`config.mk`:
```
export PLATFORM = sky130hd
export DESIGN_NAME = shift_sequencer
export DESIGN_NICKNAME = d
export VERILOG_FILES = /design/src/rtl/shift_seq_pkg.sv /design/src/rtl/shift_seq_fill_mux.sv /design/src/rtl/shift_sequencer.sv
export SDC_FILE = /design/constraint.sdc
export NUM_CORES = 1
export LEC_CHECK = 0
export ABC_AREA = 1
export CORE_MARGIN = 5
export CORE_UTILIZATION = 42
export DETAILED_ROUTE_END_ITERATION = 12
export PLACE_DENSITY = 0.74
export SYNTH_ARGS = -nofsm -noshare
export SYNTH_HDL_FRONTEND = slang
export SYNTH_SLANG_ARGS = --single-unit
export TNS_END_PERCENT = 1
```
`constraint.sdc`:
```
create_clock -name clk -period 1.5 [get_ports clk]
set_input_delay 0.45 -clock clk [delete_from_list [all_inputs] [get_ports clk]]
set_output_delay 0.45 -clock clk [all_outputs]
set_load 0.02 [all_outputs]
```
`src/rtl/shift_seq_pkg.sv`:
```
// Shared encodings for the shift sequencer: command ops, register modes, FSM states.
package shift_seq_pkg;

    typedef enum logic [2:0] {
        OP_LOAD = 3'b000,
        OP_SHR  = 3'b001,
        OP_SHL  = 3'b010,
        OP_ROR  = 3'b011,
        OP_ROL  = 3'b100,
        OP_ASR  = 3'b101,
        OP_CLR  = 3'b110,
        OP_NOP  = 3'b111
    } op_t;

    localparam logic [1:0] MODE_LOAD = 2'b00;
    localparam logic [1:0] MODE_SHR  = 2'b01;
    localparam logic [1:0] MODE_SHL  = 2'b10;
    localparam logic [1:0] MODE_HOLD = 2'b11;

    typedef enum logic [1:0] {
        IDLE  = 2'b00,
        LOAD  = 2'b01,
        SHIFT = 2'b10,
        DONE  = 2'b11
    } state_t;

endpackage

```
`src/rtl/shift_seq_fill_mux.sv`:
```
// Serial fill bits for the controlled register, derived from the latched op and
// the register's current contents; forced to 0 outside shift cycles.
module shift_seq_fill_mux
    import shift_seq_pkg::*;
#(
    parameter int WIDTH = 4
) (
    input  op_t              op,
    input  logic             en,
    input  logic [WIDTH-1:0] q,
    output logic             sil,
    output logic             sir
);

    always_comb begin
        sil = 1'b0;
        sir = 1'b0;
        if (en) begin
            case (op)
                OP_ROR:  sil = q[0];
                OP_ASR:  sil = q[WIDTH-1];
                OP_ROL:  sir = q[WIDTH-1];
                default: begin
                    sil = 1'b0;
                    sir = 1'b0;
                end
            endcase
        end
    end

endmodule

```
`src/rtl/shift_sequencer.sv`:
```
// Command-driven controller for a 4-mode universal shift register.
// Optional SHIFT_SEQ_ABORT_EN adds an abort input and aborted flag on done.
module shift_sequencer
    import shift_seq_pkg::*;
#(
    parameter int WIDTH = 4,
    parameter int CNT_W = 3
) (
    input  logic             clk,
    input  logic             clear_n,
    input  logic             cmd_valid,
    output logic             cmd_ready,
    input  logic [2:0]       cmd_op,
    input  logic [WIDTH-1:0] cmd_data,
    input  logic [CNT_W-1:0] cmd_count,
    input  logic [WIDTH-1:0] sr_q,
    output logic [1:0]       sr_s,
    output logic [WIDTH-1:0] sr_i,
    output logic             sr_sil,
    output logic             sr_sir,
`ifdef SHIFT_SEQ_ABORT_EN
    input  logic             abort,
    output logic             aborted,
`endif
    output logic             busy,
    output logic             done
);

    state_t           state, state_nx;
    op_t              op_q;
    logic [WIDTH-1:0] data_q;
    logic [CNT_W-1:0] count_q;
    logic             accept;

    assign cmd_ready = (state == IDLE) && clear_n;
    assign accept    = cmd_valid && cmd_ready;
    assign busy      = (state != IDLE);
    assign done      = (state == DONE);

`ifdef SHIFT_SEQ_ABORT_EN
    logic aborted_q;
    logic abort_hit;
    assign abort_hit = abort && ((state == LOAD) || (state == SHIFT));
    assign aborted   = done && aborted_q;
`endif

    always_ff @(posedge clk) begin
        if (!clear_n) begin
            state   <= IDLE;
            op_q    <= OP_LOAD;
            data_q  <= '0;
            count_q <= '0;
`ifdef SHIFT_SEQ_ABORT_EN
            aborted_q <= 1'b0;
`endif
        end else begin
            state <= state_nx;
            if (accept) begin
                op_q    <= op_t'(cmd_op);
                data_q  <= cmd_data;
                count_q <= cmd_count;
            end else if (state == SHIFT) begin
                count_q <= count_q - 1'b1;
            end
`ifdef SHIFT_SEQ_ABORT_EN
            if (accept)         aborted_q <= 1'b0;
            else if (abort_hit) aborted_q <= 1'b1;
`endif
        end
    end

    always_comb begin
        state_nx = state;
        sr_s     = MODE_HOLD;
        sr_i     = '0;
        case (state)
            IDLE: begin
                if (accept) begin
                    case (op_t'(cmd_op))
                        OP_LOAD, OP_CLR: state_nx = LOAD;
                        OP_NOP:          state_nx = DONE;
                        default:         state_nx = (cmd_count == '0) ? DONE : SHIFT;
                    endcase
                end
            end
            LOAD: begin
                sr_s     = MODE_LOAD;
                sr_i     = (op_q == OP_CLR) ? '0 : data_q;
                state_nx = DONE;
            end
            SHIFT: begin
                sr_s = ((op_q == OP_SHL) || (op_q == OP_ROL)) ? MODE_SHL : MODE_SHR;
                if (count_q == CNT_W'(1)) state_nx = DONE;
            end
            DONE:    state_nx = IDLE;
            default: state_nx = IDLE;
        endcase
`ifdef SHIFT_SEQ_ABORT_EN
        if (abort_hit) state_nx = DONE;
`endif
    end

    shift_seq_fill_mux #(.WIDTH(WIDTH)) u_fill (
        .op  (op_q),
        .en  (state == SHIFT),
        .q   (sr_q),
        .sil (sr_sil),
        .sir (sr_sir)
    );

endmodule

```
# After elaboration in Yosys (flattened, before gate mapping)
# Index checks and enable logic that the tools add are counted.
# W data, S select, Z words.
dict set report totals {
  ff_bits 12
  output_inout_bits 11
  elab_cells 43
}
dict set report classes {
  n_addsub 1
  eq_ne 13
  mux 15
  n_reduce_logical 10
}
# cell count
set op_table {}
lappend op_table {{$eq A3 B3 Y1 const B} 5}
lappend op_table {{$mux W4} 2}
lappend op_table {{$pmux W2 S2} 2}
lappend op_table {{$pmux W2 S4} 1}
lappend op_table {{$eq A3 B2 Y1 const B} 2}
lappend op_table {{$logic_not A3 Y1} 2}
lappend op_table {{$mux W2} 3}
lappend op_table {{$mux W3} 2}
lappend op_table {{$eq A2 B2 Y1 const B} 2}
lappend op_table {{$mux W1} 4}
lappend op_table {{$ne A2 B2 Y1 const B} 2}
lappend op_table {{$reduce_bool A2 Y1} 2}
lappend op_table {{$eq A3 B1 Y1 const B} 1}
lappend op_table {{$sub A3 B1 Y3 const B} 1}
lappend op_table {{$eq A2 B1 Y1 const B} 1}
lappend op_table {{$logic_and A1 B1 Y1} 2}
lappend op_table {{$logic_not A2 Y1} 1}
lappend op_table {{$pmux W1 S2} 1}
lappend op_table {{$reduce_and A2 Y1} 1}
lappend op_table {{$reduce_or A2 Y1} 1}
lappend op_table {{$logic_or A1 B1 Y1} 1}

# Depth between registers and ports, before layout
dict set report logic_depth {
  ltp_word 5
  depth_mapped 8
}

# By module
# A second synthesis with hierarchy kept.
dict set report unflattened {
  hier_cells 117
  hier_area_um2 754.5
}
# module n_inst cells_per_inst area_each_um2 seq_area_each_um2
set modules_own_cells {}
lappend modules_own_cells {shift_sequencer 1 107 704.4 240.2}
lappend modules_own_cells {shift_seq_fill_mux 1 10 50.0 0.0}

# Least setup slack after synthesis
# No wires, ideal clock.
dict set report synth_path {
  kind {reg-to-output}
  startpoint {register state[0]}
  endpoint {output port sr_sil}
  t_arrival_ns 1.447
  required_time_ns 1.050
  slack_ns -0.397
  stages_incl_launch_ff 5
  path_buffers 0
  cell_sequence {dfxtp_1 > inv_1 > ha_1 > inv_1 > nor4_1}
}
dict set report synth_via {
  elab_chain_cells 2
}
# item line
set synth_lines {}
lappend synth_lines {{start: declaration} shift_sequencer.sv:29} ;# state_t state, state_nx;
lappend synth_lines {{start signal: assignment} shift_sequencer.sv:57} ;# state <= state_nx;
lappend synth_lines {{$eq A2 B2 Y1} shift_sequencer.sv:105} ;# .en (state == SHIFT),
lappend synth_lines {{$mux W1} shift_seq_fill_mux.sv:18} ;# if (en) begin
lappend synth_lines {{end: declaration} shift_sequencer.sv:19} ;# output logic sr_sil,
# No other way between the ends.

# Final worst setup path
dict set report layout_path {
  startpoint {register state[0]}
  endpoint {output port sr_s[0]}
}
dict set report layout_via {
  elab_chain_cells 2
}
# item line
set layout_lines {}
lappend layout_lines {{$eq A2 B2 Y1 or $eq A2 B1 Y1 (tied branches)} shift_sequencer.sv:76} ;# case (state)
lappend layout_lines {{$pmux W2 S2 *} shift_sequencer.sv:76}
lappend layout_lines {{end: declaration} shift_sequencer.sv:17} ;# output logic [1:0] sr_s,
# Mark *: on every way between the ends. The rest lies on a longest branch, timed or not.

==> summary.md <==
| Metric | Value |
|---|---|
| Global-route wire length before repair | `3210 um` |
| Yosys warns | `0` |
| Met1 WL | `808 um` |
| Syn_area_per_cell | `6.61 sq um` |
| CP max FO | `4` |
| Worst Hold Class | `reg2reg` |
| CP endpoint kind | `output port` |
| Ports | `28` |
| Clock sink total | `12` |
| Worst path arrival time | `1.29 ns` |
| Starting DRT DRC Count | `9` |
| Routed length per placed instance | `11.7 um` |
| Maximum VDD drop | `0.763 mV` |
| Pwr Total | `2.02 mW` |
| Post-synthesis adder-cell area fraction | `10.4%` |
| WP data required | `1.05 ns` |
| Die H | `51.4 um` |
| Failing checks | `setup timing` |
| CP max stage delay | `0.36 ns` |
| GRT Total Usage | `16.8%` |
| Netlist cell types | `14` |
| Area grow syn2layout | `66.8%` |
| Post-Synth Simple-Gate Area | `30.9%` |
| Synth top area cells | `dfxtp_1 33%, nand2_1 12%, nand3_1 12%` |
| Final Max Tran Viols | `0` |
| Main combinational cell family by area after synthesis | `simple AND/OR/NAND/NOR gates` |
| Area after DPL | `0.00110 sq mm` |
| TritonRoute pass-1 iters | `3` |
| Multi-input logic area | `464 sq um` |
| CP cell instances | `inv_4 > ha_4 > nand4_1 > nand2_1 > a21oi_2 > buf_6` |
| Via density per instance | `4.87` |
| Cell taking the most area after synthesis | `dfxtp_1` |
| Tightest Pin Transition | `0.192 ns` |
| Outcome | `complete, but fails checks` |
| Share of the synthesized area in the top cell type | `33.3%` |
| H-Tree Depth | `1` |
| Highest clock rate | `575 MHz` |
| Met2 wire length | `970 um` |
| CTS Root Cell | `clkbuf_4` |
| Post-synthesis mux area share | `0%` |
| Final setup vio count | `11` |
| Max_cap viols | `0` |
| Max Clock Skew | `0.00130 ns` |
| Post-layout instance area | `0.00120 sq mm` |
| CTS tree | `yes` |
| CTS buffer count | `3` |
| Syn nets | `132` |
| GRT overflow | `0` |
| RSZ-0062 raised after global routing | `true` |
| Slowest cell on the critical path | `dfxtp_4` |
| Tmin final | `1.74 ns` |
| Filler instances | `142` |
| Row cnt | `15` |
| Final design utilization | `72.0%` |
| Post-synthesis xor/xnor area fraction | `1.22%` |
| Tcrit/Tclk final | `116%` |
| Area of the core | `0.00167 sq mm` |
| Register area | `250 sq um` |
| Vias in the first global route | `746` |
| Setup TNS | `-1.84 ns` |
| Power Density | `1680 mW/mm^2` |
| Total wire length | `1940 um` |
| Fraction of the yosys area taken by sequential cells | `33.3%` |
| Total Nets Final | `173` |
| Critical path's top delay family | `flip-flops` |
| Synth Area in Compound Gates | `11.3%` |
| Initial antenna violation count | `0` |
| DRC violation count after routing | `0` |
| Synth Cell Area | `721 sq um` |
| Initial Util | `43.1%` |
| Largest net degree at the start of global routing | `14` |
| Clk_lat worst skew | `0.28 ns` |
| Clock tree buffer depth | `2` |
| CP Launch Type | `register` |
| Final number of hold-violating endpoints | `0` |
| Die Area | `0.00264 sq mm` |
| Final ANT Viol Nets | `0` |
| Wire length on met3 | `108 um` |
| Die Width | `51.4 um` |
| Port bufs | `25` |
| Final GP Congestion | `0.748` |
| N_diodes | `0` |
| Hpwl dp | `1450 um` |
| Leak | `0.600 nW` |
| Share of layout cells above drive strength 1 | `32.9%` |
| Worst setup path class | `reg2out` |
| Worst setup margin | `-0.240 ns` |
| Bufs and invs on worst path | `2` |
| Top sig layer | `met4` |
| #FFs+latches synth | `12` |
| Cells after Synth | `109` |
| Vias | `809` |
| Worst-path clk slew | `0.08 ns` |
| Slew Limit Headroom | `87.1%` |
==> layout make-up <==
| type | count | share of cell area, % |
|---|---|---|
| Timing Repair Buffer | 38 | 28.3 |
| Clock buffer | 4 | 3.02 |
| Multi-Input combinational cell | 73 | 38.6 |
| Tap cell | 17 | 1.77 |
| Inverter | 22 | 7.49 |
| Sequential cell | 12 | 20.8 |
==> cell usage in the layout (no fill, tap or decap) <==
cell type	instances
o21ai_0	8
nor2_1	5
buf_2	1
a21oi_2	3
a31oi_1	1
nand3_2	3
nand4_1	2
xnor2_1	1
nor2_2	1
buf_6	6
buf_4	17
ha_1	4
a21oi_1	4
nand3_4	1
nand3_1	14
clkbuf_8	1
ha_4	2
dfxtp_1	8
inv_4	3
inv_1	16
nor4_4	1
clkbuf_4	3
dlymetal6s2s_1	1
dlygate4sd2_1	2
dfxtp_4	2
inv_2	3
clkdlybuf4s50_1	11
dfxtp_2	2
nand2_1	23
==> through the flow <==
| stage | instances | hold WS, ns | setup slack (ns) |
|---|---|---|---|
| finish | 166 | 0.470 | -0.240 |
| global route | 166 | 0.496 | -0.294 |
| CTS | 165 | 0.471 | -0.293 |
| detailed placement | 160 | 0.462 | -0.791 |
| global placement | 160 | 0.454 | -0.767 |
| floorplan | 109 | 0.444 | 0.0313 |
==> worst min-delay path, stage by stage, from the launching register on <==
cell,delay (ns)
dfxtp_1,0.32
nand3_1,0.07
nand2_1,0.04
==> metal layers <==
layer	track usage [%]	vias up
li1	-	429
met4	11.8	0
met2	29.9	20
met5	0	-
met1	17.4	355
met3	3.21	5
==> registers in the layout, indices dropped and copies added, names as in the netlist <==
name     cells
state        2
data_q       4
count_q      3
op_q         3
==> cells in the mapped netlist <==
cell type  count
a31oi_1        1
nand4_1        2
buf_2          2
xnor2_1        1
nor4_1         1
nor2_1         6
nand2_1       23
inv_1         22
dfxtp_1       12
a21oi_1        7
nand3_2        1
nand3_1       17
o21ai_0        8
ha_1           6
==> path summary, 6_finish.rpt <==
| check | start | end | slack (ns) | cells after the start |
|---|---|---|---|---|
| setup / recovery | state[0]$_SDFFE_PN0P_ | sr_s[0] | -0.24 | 6 |
| setup reg to reg | state[1]$_SDFFE_PN0P_ | state[1]$_SDFFE_PN0P_ | 0.13 | 9 |
| hold / removal | data_q[2]$_SDFFE_PN0P_ | data_q[2]$_SDFFE_PN0P_ | 0.47 | 2 |
| hold reg to reg | data_q[2]$_SDFFE_PN0P_ | data_q[2]$_SDFFE_PN0P_ | 0.47 | 2 |
==> timing repair <==
item,4_1_cts,5_1_grt
pin swaps,2,6
setup buffers,1,1
gates resized for setup,74,11
endpoints found under the setup margin,13,13
hold buffers,0,0
==> logic make-up after synthesis <==
| group | after synthesis |
|---|---|
| AOI/OAI and AO/OA | 16 |
| xor gates and xnor gates | 1 |
| adders and majority gates | 6 |
| buffers and inverters | 24 |
| DFF | 12 |
| and+or+nand+nor | 50 |
==> power by group <==
part	switching [mW]	internal [mW]	total (mW)
logic	0.639	0.589	1.23
registers	0.0975	0.430	0.528
clock network	0.116	0.148	0.264
Note: power is estimated with default switching activity, not from simulation.
